<file path="src/rtl/excess_3_pkg.sv">
// Shared constants for the BCD <-> excess-3 digit converter.
// Latency: n/a (constants only).
// Backpressure: n/a.
package excess_3_pkg;

   // Conversion direction, sampled with each nibble
   localparam logic MODE_ENC = 1'b0;
   localparam logic MODE_DEC = 1'b1;

   // Offset between 8421 BCD and excess-3
   localparam logic [3:0] XS3_BIAS = 4'd3;

   // Legal code ranges on the input side of each direction
   localparam logic [3:0] BCD_MAX = 4'd9;
   localparam logic [3:0] XS3_MIN = 4'd3;
   localparam logic [3:0] XS3_MAX = 4'd12;

endpackage

</file>
<file path="src/rtl/excess_3_if.sv">
// Digit bus into and out of the excess-3 converter stage.
// Latency: n/a (signal bundle only).
// Backpressure: none; the producer may present a nibble every cycle.
interface excess_3_if #(
   parameter int CNT_W = 8
);

   // Input nibble {a,b,c,d}, qualifier and direction
   logic             a;
   logic             b;
   logic             c;
   logic             d;
   logic             in_valid;
   logic             mode;

   // Result nibble {w,x,y,z}, qualifier and error status
   logic             w;
   logic             x;
   logic             y;
   logic             z;
   logic             out_valid;
   logic             err;
   logic [CNT_W-1:0] err_count;

   // Producer side: drives the nibble, observes the result
   modport master (
      output a, b, c, d, in_valid, mode,
      input  w, x, y, z, out_valid, err, err_count
   );

   // Converter side: consumes the nibble, drives the result
   modport slave (
      input  a, b, c, d, in_valid, mode,
      output w, x, y, z, out_valid, err, err_count
   );

endinterface

</file>
<file path="src/rtl/excess_3_core.sv">
// Combinational BCD <-> excess-3 conversion with illegal-code detection.
// Latency: 0 cycles (pure logic).
// Backpressure: none.
module excess_3_core
   import excess_3_pkg::*;
(
   input  logic [3:0] nib,
   input  logic       mode,
   output logic [3:0] res,
   output logic       illegal
);

   // Pick the legal range for the direction, then add or remove the bias;
   // an illegal code forces a zero result so stale arithmetic never leaks out
   always_comb begin
      res     = 4'd0;
      illegal = 1'b0;
      if (mode == MODE_ENC) begin
         if (nib > BCD_MAX) begin
            illegal = 1'b1;
         end else begin
            res = nib + XS3_BIAS;
         end
      end else begin
         if ((nib < XS3_MIN) || (nib > XS3_MAX)) begin
            illegal = 1'b1;
         end else begin
            res = nib - XS3_BIAS;
         end
      end
   end

endmodule

</file>
<file path="src/rtl/excess_3.sv">
// Registered BCD <-> excess-3 digit converter with saturating illegal-code counter.
// Latency: 1 cycle from in_valid to out_valid; one nibble per cycle.
// Backpressure: none; result and err hold while in_valid is low.
module excess_3
   import excess_3_pkg::*;
#(
   parameter int CNT_W = 8
) (
   input  logic        clk,
   input  logic        rst,
   excess_3_if.slave   io
);

   logic [3:0]       core_res;
   logic             core_illegal;
   logic [3:0]       res_q;
   logic             err_q;
   logic             vld_q;
   logic [CNT_W-1:0] err_cnt_q;

   excess_3_core u_core (
      .nib     ({io.a, io.b, io.c, io.d}),
      .mode    (io.mode),
      .res     (core_res),
      .illegal (core_illegal)
   );

   // Output stage: capture result on valid input, otherwise hold data and drop valid
   always_ff @(posedge clk) begin
      if (rst) begin
         res_q <= 4'd0;
         err_q <= 1'b0;
         vld_q <= 1'b0;
      end else if (io.in_valid) begin
         res_q <= core_res;
         err_q <= core_illegal;
         vld_q <= 1'b1;
      end else begin
         vld_q <= 1'b0;
      end
   end

   // Illegal-code counter steps with err and sticks at all-ones
   always_ff @(posedge clk) begin
      if (rst) begin
         err_cnt_q <= '0;
      end else if (io.in_valid && core_illegal && (err_cnt_q != '1)) begin
         err_cnt_q <= err_cnt_q + CNT_W'(1);
      end
   end

   assign io.w         = res_q[3];
   assign io.x         = res_q[2];
   assign io.y         = res_q[1];
   assign io.z         = res_q[0];
   assign io.out_valid = vld_q;
   assign io.err       = err_q;
   assign io.err_count = err_cnt_q;

endmodule

</file>
<file path="src/flat_wrapper.sv">
// flat-port wrapper written by rule: the top's interface ports become plain ports
module excess_3_flat import excess_3_pkg::*;
#(
   parameter int CNT_W = 8
)
  (clk, rst, io_a, io_b, io_c, io_d, io_in_valid, io_mode, io_w, io_x, io_y, io_z, io_out_valid, io_err, io_err_count);
  excess_3_if #(.CNT_W(CNT_W)) io_i ();
  input  logic clk;
  input  logic rst;
  input wire logic [$bits(io_i.a)-1:0] io_a;
  input wire logic [$bits(io_i.b)-1:0] io_b;
  input wire logic [$bits(io_i.c)-1:0] io_c;
  input wire logic [$bits(io_i.d)-1:0] io_d;
  input wire logic [$bits(io_i.in_valid)-1:0] io_in_valid;
  input wire logic [$bits(io_i.mode)-1:0] io_mode;
  output wire logic [$bits(io_i.w)-1:0] io_w;
  output wire logic [$bits(io_i.x)-1:0] io_x;
  output wire logic [$bits(io_i.y)-1:0] io_y;
  output wire logic [$bits(io_i.z)-1:0] io_z;
  output wire logic [$bits(io_i.out_valid)-1:0] io_out_valid;
  output wire logic [$bits(io_i.err)-1:0] io_err;
  output wire logic [$bits(io_i.err_count)-1:0] io_err_count;
  assign io_i.a = io_a;
  assign io_i.b = io_b;
  assign io_i.c = io_c;
  assign io_i.d = io_d;
  assign io_i.in_valid = io_in_valid;
  assign io_i.mode = io_mode;
  assign io_w = io_i.w;
  assign io_x = io_i.x;
  assign io_y = io_i.y;
  assign io_z = io_i.z;
  assign io_out_valid = io_i.out_valid;
  assign io_err = io_i.err;
  assign io_err_count = io_i.err_count;
  excess_3 #(.CNT_W(CNT_W)) u_core (.clk(clk), .rst(rst), .io(io_i));
endmodule
</file>
<file path="config.mk">
export PLATFORM = sky130hd
export DESIGN_NAME = excess_3_flat
export DESIGN_NICKNAME = d
export VERILOG_FILES = /design/src/rtl/excess_3_pkg.sv /design/src/rtl/excess_3_if.sv /design/src/rtl/excess_3_core.sv /design/src/rtl/excess_3.sv /design/src/flat_wrapper.sv
export SDC_FILE = /design/constraint.sdc
export NUM_CORES = 1
export LEC_CHECK = 0
export ABC_AREA = 1
export BUFFER_PORTS_ARGS = -buffer_cell sky130_fd_sc_hd__buf_2
export CAP_MARGIN = 20
export CORE_UTILIZATION = 55
export DETAILED_ROUTE_END_ITERATION = 10
export PLACE_DENSITY = 0.82
export SETUP_SLACK_MARGIN = 0.15
export SKIP_LAST_GASP = 1
export SLEW_MARGIN = 20
export SYNTH_ARGS = -nofsm -noshare
export SYNTH_HDL_FRONTEND = slang
export SYNTH_SLANG_ARGS = --single-unit
</file>
<file path="constraint.sdc">
create_clock -name clk -period 3.09 [get_ports clk]
set_input_delay 0.618 -clock clk [delete_from_list [all_inputs] [get_ports clk]]
set_output_delay 0.618 -clock clk [all_outputs]
set_load 0.005 [all_outputs]
</file>
==> results of run 1 <==
==> cells by family (layout without fill, tap and decap cells) <==
family	count (synthesis)	in the layout	share of synthesized area (%)
flip-flops	14	14	31.2
AND/OR/NAND/NOR	62	62	35.2
AO/OA/AOI/OAI	19	19	12.0
XOR/XNOR	6	6	5.84
buffers and inverters	21	43	8.90
adder cells (fa/ha/maj)	5	5	6.95
==> where the power goes <==
part | internal, mW | switching, mW | total, mW
Sequential | 0.187 | 0.00478 | 0.192
Combinational | 0.0271 | 0.0454 | 0.0725
Clock | 0.0718 | 0.0659 | 0.138
Total | 0.286 | 0.116 | 0.402
==> per-layer routing <==
layer,global-route usage [%],part of all wire [%]
met5,0,0
met4,12.5,1.6
met3,3.88,5.5
met2,43.4,50
met1,28.5,43
==> placed cells by master (no fill, tap or decap) <==
| cell type | Yosys | layout |
|---|---|---|
| nand3_1 | 10 | 10 |
| buf_2 | 1 | 21 |
| nand2_4 | 1 | 1 |
| nand3_4 | 1 | 1 |
| o21ai_0 | 3 | 3 |
| a211oi_1 | 1 | 1 |
| inv_2 | 1 | 1 |
| a31oi_1 | 1 | 1 |
| nor2_1 | 13 | 13 |
| ha_1 | 5 | 5 |
| xor2_1 | 5 | 5 |
| a21oi_1 | 10 | 10 |
| o21ai_1 | 1 | 1 |
| nand4_1 | 3 | 3 |
| nand3_2 | 1 | 1 |
| nand4_2 | 1 | 1 |
| dfxtp_1 | 14 | 14 |
| nor2_8 | 1 | 1 |
| inv_1 | 17 | 17 |
| o21ai_2 | 1 | 1 |
| clkbuf_8 | 0 | 1 |
| nor3_1 | 1 | 1 |
| a21oi_2 | 1 | 1 |
| o22ai_1 | 1 | 1 |
| nand2_2 | 2 | 2 |
| nand2_1 | 26 | 26 |
| xnor2_1 | 1 | 1 |
| nor2_2 | 2 | 2 |
| clkbuf_4 | 0 | 3 |
==> layout make-up <==
type | count | area, sq um
fill | 141 | 475
tap | 16 | 20.0
clock buffer | 4 | 36.3
inverter | 18 | 67.6
timing repair buffer | 21 | 105
multi-input combinational | 92 | 539
sequential | 14 | 280
==> flip-flops by register name, summed over array words and instances (netlist names) <==
register	count
u_core.io.err_count	8
u_core.res_q	4
u_core.io.err	1
u_core.io.out_valid	1
==> worst max-delay path, cell delays in order <==
cell and delay, ps:
buf_2 140, inv_1 90, ha_1 240, o21ai_2 240
nand2_1 90, nand2_1 140, nand4_2 200, nand2_1 140
a21oi_1 80
==> per-stage QoR <==
stage          total power, mW  hold slack (ps)
2_1_floorplan            0.243              485
3_3_place_gp             0.265              474
3_5_place_dp             0.268              507
4_1_cts                  0.404              529
5_1_grt                  0.421              546
6_report                 0.402              525
==> worst max-delay path by stage <==
stage | startpoint | endpoint | slack [ps] | depth (start not counted)
after detailed placement | io_d | u_core.io.err_count[4] | 1050 | 9
final | io_d | u_core.io.err_count[7] | 1280 | 9
after global placement | io_d | u_core.io.err_count[4] | 1190 | 9
after floorplan | io_d | u_core.io.err_count[4] | 1410 | 8
after CTS | io_d | u_core.io.err_count[4] | 1340 | 9
after global routing | io_d | u_core.io.err_count[4] | 1180 | 9
==> results_dict.tcl, run 1 <==
set metrics [dict create \
    worstHoldStart "u_core.io.err" \
    tightest_slew_ps 290 \
    fp-row-count 14 \
    ys_seq_area_share_pct 31.2 \
    finalNonFillerCells 165 \
    period_needed_ps 1810 \
    dpl_cell_area_sq_um 1010 \
    ys_types 28 \
    grt_pass1_wl_microns 3410 \
    die_h_microns 42.4 \
    grt_pass1_vias 831 \
    dpl.cell_count 161 \
    post-dp-hpwl_microns 1470 \
    gr-usage-all-layers_pct 24.7 \
    final_area_sq_um 1050 \
    async_flop_share_pct 0 \
    viasPerCell 5.48 \
    port_buffers 21 \
    synth_edf_count 0 \
    timing.rr.end "u_core.io.err_count[7]" \
    power_density_nw_per_um2 384 \
    area_delta_synth_final_pct 16.6 \
    yosys-top-cells-count "nand2_1, inv_1, dfxtp_1" \
    final_hold_viol_count 0 \
    synth_top_cell_area_share_pct 31.2 \
    cts_buffer_depth 2 \
    crit_fanout 7 \
    ys_ff_latch 14 \
    grt_overflow 0 \
    initial_utilization_pct 59.0 \
    rsz0062_at_grt "no" \
    min_period_over_period_pct 58.5 \
    cp.required_ps 3260 \
    maxCapViolations 0 \
    finalSetupViolations 0 \
    drive_gt1_share_pct 24.8 \
    p_leak_nw 0.528 \
    final_util_pct 68.8 \
    rrSetupSlack_ps 1530 \
    finalWirelength_microns 2010 \
    syn_nets 140 \
    n_antenna_cell 0 \
    hold_buffers 0 \
    numCtsBuffers 3 \
    worst_skew_pair.late_latency_ps 290 \
    die_x_microns 42.4 \
    post_cts_resized 0 \
    detail_route.iter0.violations 26 \
    r2r_cells 7 \
    yosysTopAreaCell "dfxtp_1" \
    endpoint_kind "flip-flop" \
    setup.worst_path.class "input port to flip-flop" \
    vias 904 \
    place_congestion 0.904 \
    hold_path_depth 2 \
    status "finished clean" \
    slew_headroom_pct 80.7 \
    io_pins 22 \
    core-area_sq_um 1520 \
    fin_setup_tns_ps 0 \
    whs_endpoint "u_core.io.err" \
    fmax_mhz 554 \
    nets 163 \
    synth_most_common_cell "nand2_1" \
    clock-sinks 14 \
    hold_class "flip-flop to flip-flop" \
    yosys-top-cells-area "dfxtp_1, nand2_1, inv_1" \
    grt_max_degree 13 \
    drc 0 \
    ant_nets 0 \
    wl_per_cell_microns 12.2 \
    reg2reg_from "u_core.io.err_count[0]" \
    slew_violations 0 \
    postSynthCellCount 127 \
    cts_setup_buffers 0 \
    avgSynthCellArea_sq_um 7.08 \
    synth_flop_cell "dfxtp_1" \
    fin_ws_ps 1280 \
    synth_area_sq_um 900 \
    dp_slack_ps 1050 \
    clock_skew_ps 10.3 \
    cts_tree "yes" \
    htreeDepth 1 \
    cp.arrival_ps 1980 \
    vdd_drop_max_mv 0.330 \
    clkTransAtPathRegs_ps 80 \
    cts-root-buf "clkbuf_4" \
    antenna_found_initial 0 \
    dieArea_sq_um 1800 \
    synth_warnings 0 \
    startpoint_type "input port" \
    drt_pre_antenna_iters 4 \
]
Power figures use the tool's default switching activity.
==> run 2, diff against run 1 <==
--- a/config.mk
+++ b/config.mk
@@ -8,9 +8,9 @@
 export ABC_AREA = 1
 export BUFFER_PORTS_ARGS = -buffer_cell sky130_fd_sc_hd__buf_2
 export CAP_MARGIN = 20
-export CORE_UTILIZATION = 55
+export CORE_UTILIZATION = 51
 export DETAILED_ROUTE_END_ITERATION = 10
-export PLACE_DENSITY = 0.82
+export PLACE_DENSITY = 0.77
 export SETUP_SLACK_MARGIN = 0.15
 export SKIP_LAST_GASP = 1
 export SLEW_MARGIN = 20
==> constraint.sdc (replaced) <==
create_clock -name clk -period 1.7 [get_ports clk]
set_input_delay 0.34 -clock clk [delete_from_list [all_inputs] [get_ports clk]]
set_output_delay 0.34 -clock clk [all_outputs]
set_load 0.005 [all_outputs]
==> run 2 against run 1 <==
Register-to-register slack worse by 1200 ps. Critical path depth unchanged. Wire length up 0.25%. First-iteration DRC count down 19%. Sequential share of layout area is 0.45 points lower. Clock power rose by 83%. Core utilization decreased by 0.86 points. Final area rose by 2.1%. Critical path type unchanged. Largest cell class unchanged. Largest power group unchanged. Highest routed layer unchanged.
==> results_dict.tcl, run 2 (same netlist as run 1, synthesis figures left out) <==
set metrics [dict create \
    slew_violations 0 \
    seqCellArea_sq_um 282 \
    min_period_over_period_pct 84.3 \
    endpoint_kind "flip-flop" \
    die_h_microns 44 \
    drc 0 \
    grt.met3_usage_pct 3.75 \
    period_needed_ps 1430 \
    grt_pass1_wl_microns 3460 \
    drive_gt1_share_pct 26.0 \
    vdd_drop_max_mv 0.472 \
    finalSetupViolations 0 \
    dieArea_sq_um 1940 \
    fp-row-count 14 \
    cp.arrival_ps 1630 \
    numCtsBuffers 3 \
    detail_route.iter0.violations 21 \
    worst_skew_pair.late_latency_ps 300 \
    slew_headroom_pct 80.0 \
    grt_pass1_vias 805 \
    htreeDepth 1 \
    fin_setup_tns_ps 0 \
    cp.required_ps 1900 \
    hold_class "input port to flip-flop" \
    clock-sinks 14 \
    die_x_microns 44 \
    final_hold_viol_count 0 \
    gr-usage-all-layers_pct 24.1 \
    core-area_sq_um 1580 \
    initial_utilization_pct 57.1 \
    area_delta_synth_final_pct 19.1 \
    grt_overflow 0 \
    place_congestion 0.879 \
    post-dp-hpwl_microns 1510 \
    layout_commonest_cell "nand2_1" \
    vias 897 \
    ant_nets 0 \
    clkTransAtPathRegs_ps 90 \
    wl_per_cell_microns 12.2 \
    multi_input_comb_area_sq_um 553 \
    hold_buffers 0 \
    cts-root-buf "clkbuf_4" \
    setup.worst_path.class "input port to flip-flop" \
    drt_pre_antenna_iters 4 \
    crit_fanout 7 \
    io_pins 22 \
    cts_buffer_depth 2 \
    antenna_found_initial 0 \
    power.total_mw 0.739 \
    status "finished clean" \
    fill_cells 144 \
    grt_max_degree 13 \
    grtUsageMet1_pct 30.9 \
    cts_tree "yes" \
    port_buffers 21 \
    startpoint_type "input port" \
    fmax_mhz 698 \
    viasPerCell 5.40 \
    final_cell_mix "nand2_1, buf_2, inv_1, nor2_1, dfxtp_1" \
    grt.busiest_layer "met2" \
    clock_skew_ps 9.93 \
    maxCapViolations 0 \
    rsz0062_at_grt "no" \
    finalWirelength_microns 2020 \
    n_antenna_cell 0 \
    power_density_nw_per_um2 690 \
    nets 164 \
    largest_reg_flops 8 \
    tightest_slew_ps 300 \
    grt_util_met2_pct 38.8 \
    p_leak_nw 0.552 \
]
[run 2: report_power, final]
group,total (mW),leakage [nW],switching [mW],internal [mW]
Combinational,0.139,0.416,0.0864,0.0527
Sequential,0.347,0.115,0.00631,0.341
Clock,0.253,0.0210,0.122,0.131
[run 2: what timing repair did]
action / 4_1_cts / 5_1_grt
buffers inserted: 0 / 0
endpoints found under the setup margin: 0 / 7
gates resized for setup: 0 / 3
hold endpoints to repair: 0 / 0
[run 2: worst max-delay path, stage by stage]
cell and delay, ps:
buf_2 130, inv_1 90, ha_1 240, o21ai_2 230
nand2_1 80, nand2_1 150, nand4_4 150, o21ai_1 170
nor2_1 60
[run 2: worst paths after layout]
kind,from,to,slack (ps),depth (start not counted)
worst max register to register,u_core.io.err_count[1],u_core.io.err_count[0],330,7
worst min-delay path,io_d,u_core.res_q[0],290,2
worst max-delay path,io_d,u_core.io.err_count[4],270,9
worst min register to register,u_core.io.err,u_core.io.err,510,2
[run 2: area by class of cell]
class                           count  share of cell area (%)
Clock buffer                        4                    3.39
Inverter                           18                    6.31
Multi-Input combinational cell     92                    51.6
Sequential cell                    14                    26.3
Tap cell                           16                    1.87
Timing Repair Buffer               22                    10.5
[run 2: metrics by stage]
| stage | worst slack (ps) | area, sq um | utilization, % | hold slack [ps] | cells |
|---|---|---|---|---|---|
| after detailed placement | -43.1 | 1020 | 64.7 | 481 | 162 |
| after global placement | 64.8 | 1020 | 64.7 | 472 | 162 |
| after CTS | 236 | 1060 | 67.0 | 281 | 166 |
| after global routing | 163 | 1070 | 67.9 | 315 | 166 |
| after floorplan | 298 | 900 | - | 439 | 127 |
| final | 267 | 1070 | 67.9 | 291 | 166 |
[run 2: per-layer routing]
layer / part of all wire, % / up-vias
li1: - / 456
met1: 46 / 418
met2: 49 / 18
met3: 3.3 / 5
met4: 2.3 / 0
met5: 0 / -
==> run 3, diff against run 2 <==
--- a/config.mk
+++ b/config.mk
@@ -5,12 +5,12 @@
 export SDC_FILE = /design/constraint.sdc
 export NUM_CORES = 1
 export LEC_CHECK = 0
-export ABC_AREA = 1
+export ABC_AREA = 0
 export BUFFER_PORTS_ARGS = -buffer_cell sky130_fd_sc_hd__buf_2
 export CAP_MARGIN = 20
-export CORE_UTILIZATION = 51
+export CORE_UTILIZATION = 46
 export DETAILED_ROUTE_END_ITERATION = 10
-export PLACE_DENSITY = 0.77
+export PLACE_DENSITY = 0.73
 export SETUP_SLACK_MARGIN = 0.15
 export SKIP_LAST_GASP = 1
 export SLEW_MARGIN = 20
==> constraint.sdc (replaced) <==
create_clock -name clk -period 1.25 [get_ports clk]
set_input_delay 0.25 -clock clk [delete_from_list [all_inputs] [get_ports clk]]
set_output_delay 0.25 -clock clk [all_outputs]
set_load 0.005 [all_outputs]
==> run 3 against run 2 <==
The run now ends with setup timing left. Critical path type is now flip-flop to flip-flop. Register-to-register slack lost 800 ps. Critical endpoint unchanged. Non-clock buffer count grew 37. Sequential power grew 35%. Global-route usage grew 5.0 points. Clock-buffer cell count is the same. Final area grew 53%. Die area grew 8.8%. Combinational power grew 140%. Hold slack gained 27 ps.
==> results_dict.tcl, run 3 <==
set metrics [dict create \
    yosysTopAreaCell "dfxtp_1" \
    yosys-top-cells-count "dfxtp_1, a21oi_1, ha_1, inv_1, nand3_1" \
    viasPerCell 6.01 \
    worstHoldStart "rst" \
    ys_ff_latch 14 \
    drc 0 \
    finalNonFillerCells 177 \
    clkPwrFrac_pct 29.1 \
    p_leak_nw 0.678 \
    largest_reg_flops 8 \
    finalSetupViolations 11 \
    core-area_sq_um 1760 \
    place_congestion 0.841 \
    ys_seq_area_share_pct 31.6 \
    post-dp-hpwl_microns 1810 \
    avgSynthCellArea_sq_um 9.32 \
    dpl.cell_count 163 \
    setup.worst_path.class "flip-flop to flip-flop" \
    vias 1064 \
    port_buffers 21 \
    ant_nets 0 \
    synth_flop_cell "dfxtp_1" \
    worst_skew_pair.late_latency_ps 280 \
    die_h_microns 45.9 \
    power.total_mw 1.13 \
    gr-usage-all-layers_pct 29.1 \
    io_pins 22 \
    antenna_found_initial 0 \
    power_frac_comb_pct 29.6 \
    yosys-top-cells-area "dfxtp_1, ha_1, a21oi_1" \
    fin_hold_ws_ps 318 \
    yosys.area_share.xor_xnor_pct 0.989 \
    fill_cells 69 \
    area_delta_synth_final_pct 85.2 \
    async_flop_share_pct 0 \
    tightest_slew_ps 432 \
    pwr-share-seq_pct 41.3 \
    synth_area_sq_um 886 \
    fmax_mhz 581 \
    fin_ws_ps -471 \
    cp.arrival_ps 1940 \
    synth_most_common_cell "dfxtp_1" \
    die_x_microns 45.9 \
    synthMuxAreaShare_pct 4.94 \
    cts_buffer_depth 2 \
    fp-row-count 15 \
    grt_pass1_vias 965 \
    initial_utilization_pct 50.2 \
    finalWirelength_microns 3500 \
    yosys.area_share.simple_pct 21.0 \
    startpoint_type "flip-flop" \
    min_period_over_period_pct 138 \
    synth_top_cell_area_share_pct 31.6 \
    rrSetupSlack_ps -470 \
    clock_skew_ps 0.566 \
    postSynthCellCount 95 \
    synth_edf_count 0 \
    rsz0062_at_grt "yes" \
    final_cell_mix "buf_4, buf_6, buf_2, dfxtp_1, a21oi_1" \
    slew_violations 0 \
    grt_overflow 0 \
    numCtsBuffers 3 \
    violations "setup timing" \
    ys_types 42 \
    slew_headroom_pct 70.9 \
    reg2reg_from "u_core.io.err_count[1]" \
    maxCapViolations 0 \
    n_antenna_cell 0 \
    power.switching_mw 0.325 \
    cts_tree "yes" \
    crit_fanout 4 \
    endpoint_kind "flip-flop" \
    synth_compound_area_share_pct 26.6 \
    drive_gt1_share_pct 65.8 \
    synth_top_family_by_area "compound AO/OA/AOI/OAI gates" \
    hold_class "input port to flip-flop" \
    layout_commonest_cell "buf_4" \
    power_density_nw_per_um2 690 \
    detail_route.iter0.violations 30 \
    cts-root-buf "clkbuf_4" \
    grt_max_degree 15 \
    syn_nets 108 \
    htreeDepth 1 \
    dieArea_sq_um 2110 \
    clock-sinks 14 \
    drt_pre_antenna_iters 4 \
    wl_per_cell_microns 19.8 \
    vdd_drop_max_mv 0.772 \
    cp.required_ps 1470 \
    sw_frac_of_total_pct 28.8 \
    status "finished, violations left" \
    startpoint "u_core.io.err_count[1]" \
    intPower_mw 0.806 \
    synthAdderAreaFrac_pct 7.06 \
    hold_buffers 0 \
    period_needed_ps 1720 \
    synth_warnings 0 \
    final_hold_viol_count 0 \
    final_util_pct 93.0 \
    nets 166 \
    clkTransAtPathRegs_ps 100 \
    grt_pass1_wl_microns 4370 \
]
run 3: cell types whose count changed after synthesis, sizes merged, moves of 3 or more:
| cell | previous run | this run |
|---|---|---|
| nand2 | 29 | 2 |
| inv | 18 | 5 |
| nor2 | 16 | 3 |
| nand3 | 12 | 5 |
| xor2 | 5 | 0 |
| buf | 1 | 5 |
| a21oi | 11 | 8 |
| mux2 | 0 | 3 |
| nor2b | 0 | 3 |
| o211ai | 0 | 3 |
run 3: what timing repair did:
| item | CTS | global route |
|---|---|---|
| setup endpoints to repair | 20 | 20 |
| setup buffers | 5 | 6 |
| pin swaps | 14 | 10 |
| resized for setup | 36 | 17 |
run 3: worst paths after layout:
check / depth (start not counted) / end
setup reg to reg: 7 / u_core.io.err_count[4]
hold reg to reg: 2 / u_core.res_q[2]
hold / removal: 2 / u_core.io.err_count[2]
setup / recovery: 7 / u_core.io.err_count[4]
run 3: cell families (layout without fill, tap and decap cells):
family / count (synthesis) / after routing
compound gates: 32 / 32
xor+xnor: 1 / 1
fa+ha+maj: 5 / 5
buf+inv: 11 / 68
flops: 14 / 14
mux: 4 / 4
simple gates: 28 / 28
run 3: power groups by stage:
| stage | combinational, mW | clock [mW] | sequential [mW] |
|---|---|---|---|
| detailed placement | 0.257 | 0 | 0.479 |
| CTS | 0.291 | 0.332 | 0.471 |
| global route | 0.353 | 0.353 | 0.468 |
| global placement | 0.248 | 0 | 0.479 |
| floorplan | 0.150 | 0 | 0.482 |
| finish | 0.335 | 0.330 | 0.467 |
run 3: layout make-up:
cell class	count	area (sq um)	share of cell area (%)
clock buffers	4	36.3	2.21
inverters	5	38.8	2.36
multi-input cells	70	739	45.1
flip-flops and latches	14	294	17.9
well taps	25	31.3	1.91
repair buffers	59	500	30.5
run 3: per-layer routing:
metal	up-vias	wire (microns)	track usage, %
li1	475	-	-
met2	55	1750	50.1
met4	0	125	5.29
met3	12	202	3.57
met1	522	1420	38.8
met5	-	0	0
run 3: stage by stage:
step           setup WS (ps)  setup TNS [ps]  area [sq um]
4_1_cts                 -320           -1960          1510
3_3_place_gp            -589           -5230          1300
5_1_grt                 -553           -3630          1640
6_report                -471           -3190          1640
2_1_floorplan           -245           -1510           992
3_5_place_dp            -643           -5920          1300
run 3: critical path, stage by stage (launching register included):
cell and delay (ps):
dfxtp_2 370, ha_4 140, nand4_1 170, buf_4 190
o211ai_1 350, buf_4 220, o31ai_4 70, a21oi_2 140
